<file path="config.mk">
export PLATFORM = sky130hd
export DESIGN_NAME = gpio_event_capture
export DESIGN_NICKNAME = d
export VERILOG_FILES = /design/src/rtl/gpio_event_capture.sv
export SDC_FILE = /design/constraint.sdc
export NUM_CORES = 1
export LEC_CHECK = 0
export CORE_ASPECT_RATIO = 1.2
export CORE_UTILIZATION = 55
export CTS_CLUSTER_DIAMETER = 30
export DETAILED_ROUTE_END_ITERATION = 16
export GPL_ROUTABILITY_DRIVEN = 1
export GPL_TIMING_DRIVEN = 0
export PLACE_DENSITY_LB_ADDON = 0.05
export REMOVE_ABC_BUFFERS = 1
export SYNTH_ARGS = -nofsm -noshare
export SYNTH_HDL_FRONTEND = slang
export SYNTH_SLANG_ARGS = --single-unit
</file>
<file path="constraint.sdc">
create_clock -name CLOCK_50 -period 9.15 [get_ports CLOCK_50]
set_input_delay 0.915 -clock CLOCK_50 [delete_from_list [all_inputs] [get_ports CLOCK_50]]
set_output_delay 0.915 -clock CLOCK_50 [all_outputs]
set_load 0.005 [all_outputs]
</file>
<file path="src/rtl/gpio_event_capture.sv">
// gpio_event_capture: debounced, edge-qualified input capture for keys/switches.
// Sticky W1C status, per-channel edge select and interrupt mask on the CPU bus.

module gpio_debounce_ch #(
   parameter int   DEBOUNCE_CYCLES = 16,
   parameter logic INIT_LEVEL      = 1'b1
) (
   input  logic CLOCK_50,
   input  logic reset,
   input  logic pin,
   output logic level,
   output logic rise,
   output logic fall
);

   localparam int CNT_W = $clog2(DEBOUNCE_CYCLES);
   localparam logic [CNT_W-1:0] CNT_MAX = CNT_W'(DEBOUNCE_CYCLES - 1);

   logic [1:0]       sync_q;
   logic [CNT_W-1:0] cnt_q;
   logic             level_q;
   logic             s;
   logic             flip;

   assign s    = sync_q[1];
   assign flip = (s != level_q) && (cnt_q == CNT_MAX);

   // Two-flop synchroniser for the raw asynchronous pin
   always_ff @(posedge CLOCK_50 or posedge reset) begin
      if (reset) begin
         sync_q <= {2{INIT_LEVEL}};
      end else begin
         sync_q <= {sync_q[0], pin};
      end
   end

   // Accept a new level only after it persists for the full debounce window
   always_ff @(posedge CLOCK_50 or posedge reset) begin
      if (reset) begin
         cnt_q   <= '0;
         level_q <= INIT_LEVEL;
      end else if (s == level_q) begin
         cnt_q <= '0;
      end else if (cnt_q == CNT_MAX) begin
         level_q <= s;
         cnt_q   <= '0;
      end else begin
         cnt_q <= cnt_q + 1'b1;
      end
   end

   assign level = level_q;
   assign rise  = flip & s;
   assign fall  = flip & ~s;

endmodule

module gpio_event_capture #(
   parameter int   N_CH            = 18,
   parameter int   DEBOUNCE_CYCLES = 16,
   parameter logic INIT_LEVEL      = 1'b1
) (
   input  logic            CLOCK_50,
   input  logic            reset,
   input  logic            CS_N,
   input  logic            RD_N,
   input  logic            WR_N,
   input  logic [11:0]     Addr,
   input  logic [31:0]     DataIn,
   input  logic [N_CH-1:0] pin_in,
   output logic [31:0]     DataOut,
   output logic [N_CH-1:0] level_out,
   output logic            Intr
);

   localparam logic [11:0] ADDR_LEVEL   = 12'h000;
   localparam logic [11:0] ADDR_STATUS  = 12'h004;
   localparam logic [11:0] ADDR_IMASK   = 12'h008;
   localparam logic [11:0] ADDR_RISE_EN = 12'h00C;
   localparam logic [11:0] ADDR_FALL_EN = 12'h010;

   logic            wr_en;
   logic            rd_en;
   logic [N_CH-1:0] wr_data;
   logic [N_CH-1:0] rise_ev;
   logic [N_CH-1:0] fall_ev;
   logic [N_CH-1:0] event_set;
   logic [N_CH-1:0] status_clr;
   logic [N_CH-1:0] status_q;
   logic [N_CH-1:0] imask_q;
   logic [N_CH-1:0] rise_en_q;
   logic [N_CH-1:0] fall_en_q;
   logic [31:0]     rd_data;

   assign wr_en   = ~CS_N & ~WR_N;
   assign rd_en   = ~CS_N & ~RD_N;
   assign wr_data = DataIn[N_CH-1:0];

   generate
      if (N_CH < 32) begin : g_unused
         logic unused_hi;
         assign unused_hi = ^DataIn[31:N_CH];
      end
   endgenerate

   genvar i;
   generate
      for (i = 0; i < N_CH; i++) begin : g_ch
         gpio_debounce_ch #(
            .DEBOUNCE_CYCLES(DEBOUNCE_CYCLES),
            .INIT_LEVEL     (INIT_LEVEL)
         ) u_ch (
            .CLOCK_50(CLOCK_50),
            .reset   (reset),
            .pin     (pin_in[i]),
            .level   (level_out[i]),
            .rise    (rise_ev[i]),
            .fall    (fall_ev[i])
         );
      end
   endgenerate

   assign event_set  = (rise_ev & rise_en_q) | (fall_ev & fall_en_q);
   assign status_clr = (wr_en && (Addr == ADDR_STATUS)) ? wr_data : '0;

   // Sticky flags: clear first, then OR new events so a coincident set wins
   always_ff @(posedge CLOCK_50 or posedge reset) begin
      if (reset) begin
         status_q <= '0;
      end else begin
         status_q <= (status_q & ~status_clr) | event_set;
      end
   end

   // Software-owned control registers
   always_ff @(posedge CLOCK_50 or posedge reset) begin
      if (reset) begin
         imask_q   <= '0;
         rise_en_q <= '1;
         fall_en_q <= '0;
      end else if (wr_en) begin
         case (Addr)
            ADDR_IMASK:   imask_q   <= wr_data;
            ADDR_RISE_EN: rise_en_q <= wr_data;
            ADDR_FALL_EN: fall_en_q <= wr_data;
            default: ;
         endcase
      end
   end

   function automatic logic [31:0] zext(input logic [N_CH-1:0] v);
      logic [31:0] r;
      r = '0;
      r[N_CH-1:0] = v;
      return r;
   endfunction

   // Read mux sees pre-edge register values; idle bus drives zero
   always_comb begin
      rd_data = '0;
      if (rd_en) begin
         case (Addr)
            ADDR_LEVEL:   rd_data = zext(level_out);
            ADDR_STATUS:  rd_data = zext(status_q);
            ADDR_IMASK:   rd_data = zext(imask_q);
            ADDR_RISE_EN: rd_data = zext(rise_en_q);
            ADDR_FALL_EN: rd_data = zext(fall_en_q);
            default:      rd_data = '0;
         endcase
      end
   end

   assign DataOut = rd_data;
   assign Intr    = ~|(status_q & imask_q);

endmodule

</file>
Word level (Yosys, flattened, before mapping) --
Cells that the tools add are included.
Storage, ports and cells: flip-flop bits (word level) 198, input port bits 67, output and inout port bits 51, word-level logic and storage cells 300
Cells by class: $add $sub $neg 18, eq/ne operators 58, mux-type cells 39, bitwise gates (word level) 84, reductions and logical operators 43
Operator list (number):
- 2-to-1 mux 4 bit | 36
- case mux 18 bit (5 select lines) | 1
- adder 4 x 1 -> 4 bit (second input constant) | 18
- AND 18 bit | 4
- equality test 4 bit (second input constant) | 18
- AND reduction 2 bit | 21
- NOT 1 bit | 39
- AND 1 bit | 38
- 2-to-1 mux 18 bit | 2
- bitwise OR 18 bit | 2
- equality test 12 x 4 -> 1 bit (second input constant) | 2
- logical AND 1 bit | 19
- equality test 1 bit | 18
- inequality test 1 bit | 18
- NOT 18 bit | 1
- OR reduction 18 bit | 1
- equality test 12 x 3 -> 1 bit (second input constant) | 1
- equality test 12 x 5 -> 1 bit (second input constant) | 1
- logical NOT 12 bit | 1
- logical NOT 1 bit | 1

Longest topological paths before layout --
word-level depth 7, gate-level depth with buffers 6, depth with buffers taken out 4

Modules after synthesis --
A second synthesis with hierarchy kept.
Second synthesis, totals: cell total of the unflattened synthesis 742, area total of the unflattened synthesis 9422.8 µm²
By module, submodules not included:
- gpio_debounce_ch (g_ch[10].u_ch ...) | times used 17, cells an instance 23, area an instance 301.5 µm², seq. area each 178.9 µm²
- gpio_event_capture | times used 1, cells an instance 330, area an instance 4002.6 µm², seq. area each 1824.2 µm²
- gpio_debounce_ch (g_ch[0].u_ch) | times used 1, cells an instance 21, area an instance 294.0 µm², seq. area each 178.9 µm²

Worst setup path before layout --
No wires, ideal clock.
kind input -> output, start point input Addr[9], end point output DataOut[7], arrival time 2671 ps, required time 8235 ps, path slack 5564 ps, stages 6, buffers on the path 2, path through or4_4 -> buf_6 -> nor4_2 -> clkbuf_1 -> a22oi_1 -> a21oi_1
On the way: word-level cells in the longest chain between the ends 3, elaborated cells between the ends (all ways) 7, those cells by class eq/ne: 4; mux: 2; reduce/logical: 1
Ends and longest elaborated chain:
- from (decl) | RTL line 68 | input logic [11:0] Addr,
- equality test 12 x 5 -> 1 bit, or another cell as far along | RTL line 162 | case (Addr)
- case mux 18 bit (5 select lines) (*) | RTL line 162
- 2-to-1 mux 18 bit (*) | RTL line 161 | if (rd_en) begin
- to (decl) | RTL line 71 | output logic [31:0] DataOut,
Mark *: on every way between the ends. The rest lies on a longest branch, timed or not.

Worst setup path after layout --
start point input Addr[2], end point output DataOut[5]
The elaborated chain is that of the path after synthesis.

==> summary.md <==
| Metric | Value |
|---|---|
| Final #Nets | 903 |
| Top cell type by total area after synthesis | dfrtp_1 |
| # fillers | ~1.2k |
| Post-Syn Instances | between 700 and 800 |
| Via Count | between 5k and 6k |
| Core area | between 0.015 and 0.02 mm² |
| Hold-fix buffers, CTS | 0 |
| Distinct cell type count after synthesis | between 40 and 50 |
| Most frequent cells in the layout | 126 x dfrtp_1, 89 x clkdlybuf4s50_1, 85 x mux2_2, 72 x dfstp_2, 53 x a21oi_1 |
| Die Footprint | 0.0171 mm² |
| Final Hold Fails | 0 |
| Critical path origin | Addr[2] |
| Slew Limit Headroom | 16.4% |
| Hold WC Path Type | reg2reg |
| WL per Instance | roughly 19 µm |
| Proportion of layout cells with a drive suffix above 1 | about 28% |
| LEAKAGE | roughly 4.4 nW |
| Area Overhead vs Synth | 18.2% |
| Vias in the first global route | between 6k and 7k |
| Mean post-synth cell area | between 10 and 15 µm² |
| CTS Sinks | 198 |
| Fmax | ~0.18 GHz |
| Max_cap viols | 0 |
| Initial antenna violation count | 0 |
| Postcts setup bufs | 0 |
| Boundary Pins | between 100 and 150 |
| Mapped cell area | between 0.009 and 0.01 mm² |
| Share of the synthesized area in the top cell type | 34.5% |
| Setup WS post-layout | roughly 3.6 ns |
| CTS tree | done |
| # port buffers | 89 |
| Pre-Repair DR Iteration Count | 5 |
| Worst Path Required | a little over 8 ns |
| Critical path startpoint category | input pin |
| Sequential cell area | about 0.0050 mm² |
| Hold WS | about 0.36 ns |
| Initial Util | a little under three fifths |
| Die X | between 100 and 150 µm |
| Clk Latency, worst-skew pair | 0.43 ns |
| Critical-path maximum fanout | 21 |
| Largest net degree at the start of global routing | approximately 100 |
| Ranking of synthesized cells by area | dfrtp_1 35%, dfstp_2 21%, mux2_2 10% |
| Rows | between 50 and 60 |
| DRC viols | 0 |
| DP HPWL | between 10 and 15 mm |
| First-pass GRT wire length | 32.2 mm |
| Vias/cell | 5.74 |
| Minimum clock period | around 5.5 ns |
| Endpoints failing setup | 0 |
| Slew @ Worst Pin | about 1.3 ns |
| Crit end category | output port |
| Most common cell after layout, fill and taps aside | dfrtp_1 |
| Drt total wl | a little under 20 mm |
| H-tree levels | 4 |
| PostCTS Resize Cnt | 0 |
| Pwr dens | 170 mW/mm² |
| Final period utilization | about three fifths |
| R2r setup slk | about 7.8 ns |
| Clk pin slew, worst setup/hold paths | roughly 0.07 ns |
| Clk_skew | slightly below 0.006 ns |
| Tot Pwr | roughly 1.8 mW |
| TritonCTS buffer count | 17 |
| Critical path start-end classification | in2out |
| Final Max Slew Viols | 0 |
| Overall routing resource usage | 24.4% |
| Seq/Total Area, Yosys | 55.2% |
| CP arrival | between 4 and 5 ns |
| Antenna Diode Count | 0 |
| Grt ovf | 0 |
| RSZ-0062 raised after global routing | no |
| Reg2reg start | g_ch[0].u_ch.cnt_q[0] |
| Multi-input logic area | 0.00376 mm² |
| Chip Height | between 100 and 150 µm |
| Synth Register Bits | between 150 and 200 |
| CTS Buffer Depth | 2 |
| Pre-CTS WS | 3.66 ns |
| Yosys warns | 0 |
| CTS Root Cell | clkbuf_16 |
| Drt first-iter violations | 332 |
| Setup_tns | 0 ns |
| Max IR drop VDD | roughly 0.00014 V |
| Final GP Congestion | about 0.77 |
| Status | completed |
| Hold Startpoint | g_ch[3].u_ch.sync_q[0] |
| Routed Antenna Nets | 0 |
[cell usage after synthesis, drive strengths merged]
cell	number
a21oi	53
a221oi	3
a22o	18
a22oi	24
a32o	1
a32oi	1
and3	18
buf	37
clkbuf	12
conb	1
dfrtp	126
dfstp	72
ha	18
inv	21
mux2	105
mux2i	1
nand2	49
nand2b	1
nand3	1
nand4	3
nand4b	18
nor2	25
nor2b	20
nor3	21
nor4	6
nor4b	1
o21ai	19
o21bai	1
o2bb2ai	18
or2	2
or3	2
or3b	1
or4	1
or4b	1
xnor2	36
[area by class of cell]
class,count,area share (%)
inverters,21,0.800
clock inverters,7,1.08
well taps,212,2.46
repair buffers,98,9.38
clock buffers,25,4.68
flip-flops and latches,198,46.7
multi-input cells,482,34.9
[logic make-up (layout without fill, tap and decap cells)]
kind of cell | Yosys count | in the layout | synth area share [%]
adder cells (fa/ha/maj) | 18 | 18 | 2.47
multiplexers | 106 | 106 | 13.9
AO/OA/AOI/OAI | 138 | 138 | 9.95
XOR/XNOR | 36 | 36 | 3.45
flip-flops | 198 | 198 | 55.2
other | 1 | 14 | 0.0411
AND/OR/NAND/NOR | 170 | 170 | 10.5
buffers and inverters | 70 | 151 | 4.47
[metal layers]
layer  up-vias  track usage (%)  part of all wire [%]
li1       2775                -                     -
met1      3028             29.1                    42
met2       146             43.0                    52
met3        33             5.35                   4.1
met4         0             9.21                   1.8
met5         -                0                     0
[sequential cells by signal, indices dropped and copies added (netlist names)]
| register | count |
|---|---|
| g_ch.u_ch.cnt_q | 72 |
| g_ch.u_ch.sync_q | 36 |
| fall_en_q | 18 |
| g_ch.u_ch.level | 18 |
| imask_q | 18 |
| rise_en_q | 18 |
| status_q | 18 |
[path summary, 6_finish.rpt]
| path | endpoint | depth (start not counted) |
|---|---|---|
| min in group asynchronous | g_ch[4].u_ch.cnt_q[0] | 2 |
| hold reg to reg | g_ch[3].u_ch.sync_q[1] | 0 |
| setup / recovery | DataOut[5] | 5 |
| setup reg to reg | g_ch[0].u_ch.level | 3 |
| max in group asynchronous | g_ch[2].u_ch.level | 3 |
| hold / removal | g_ch[3].u_ch.sync_q[1] | 0 |
[power by group]
part           leakage [nW]  internal [mW]  total (mW)  switching, mW
logic                  1.75         0.0558       0.117         0.0608
clock network         0.304          0.467       0.779          0.312
registers              2.37          0.911       0.937         0.0257
total                  4.43           1.43        1.83          0.399
[metrics by stage]
step                      instances  instance area (µm²)  utilization, %
after floorplan                 701                 8850               -
after global placement         1002                10000            61.8
after detailed placement       1011                10200            62.8
after CTS                      1043                10800            66.6
after global routing           1043                10800            66.6
final                          1043                10800            66.6
[critical path, cell delays in order]
cell,delay [ns]
clkdlybuf4s50_1,1.07
o21ai_0,0.42
nand4_1,0.98
a21oi_1,0.66
clkdlybuf4s50_1,0.59
Power figures use the tool's default switching activity.
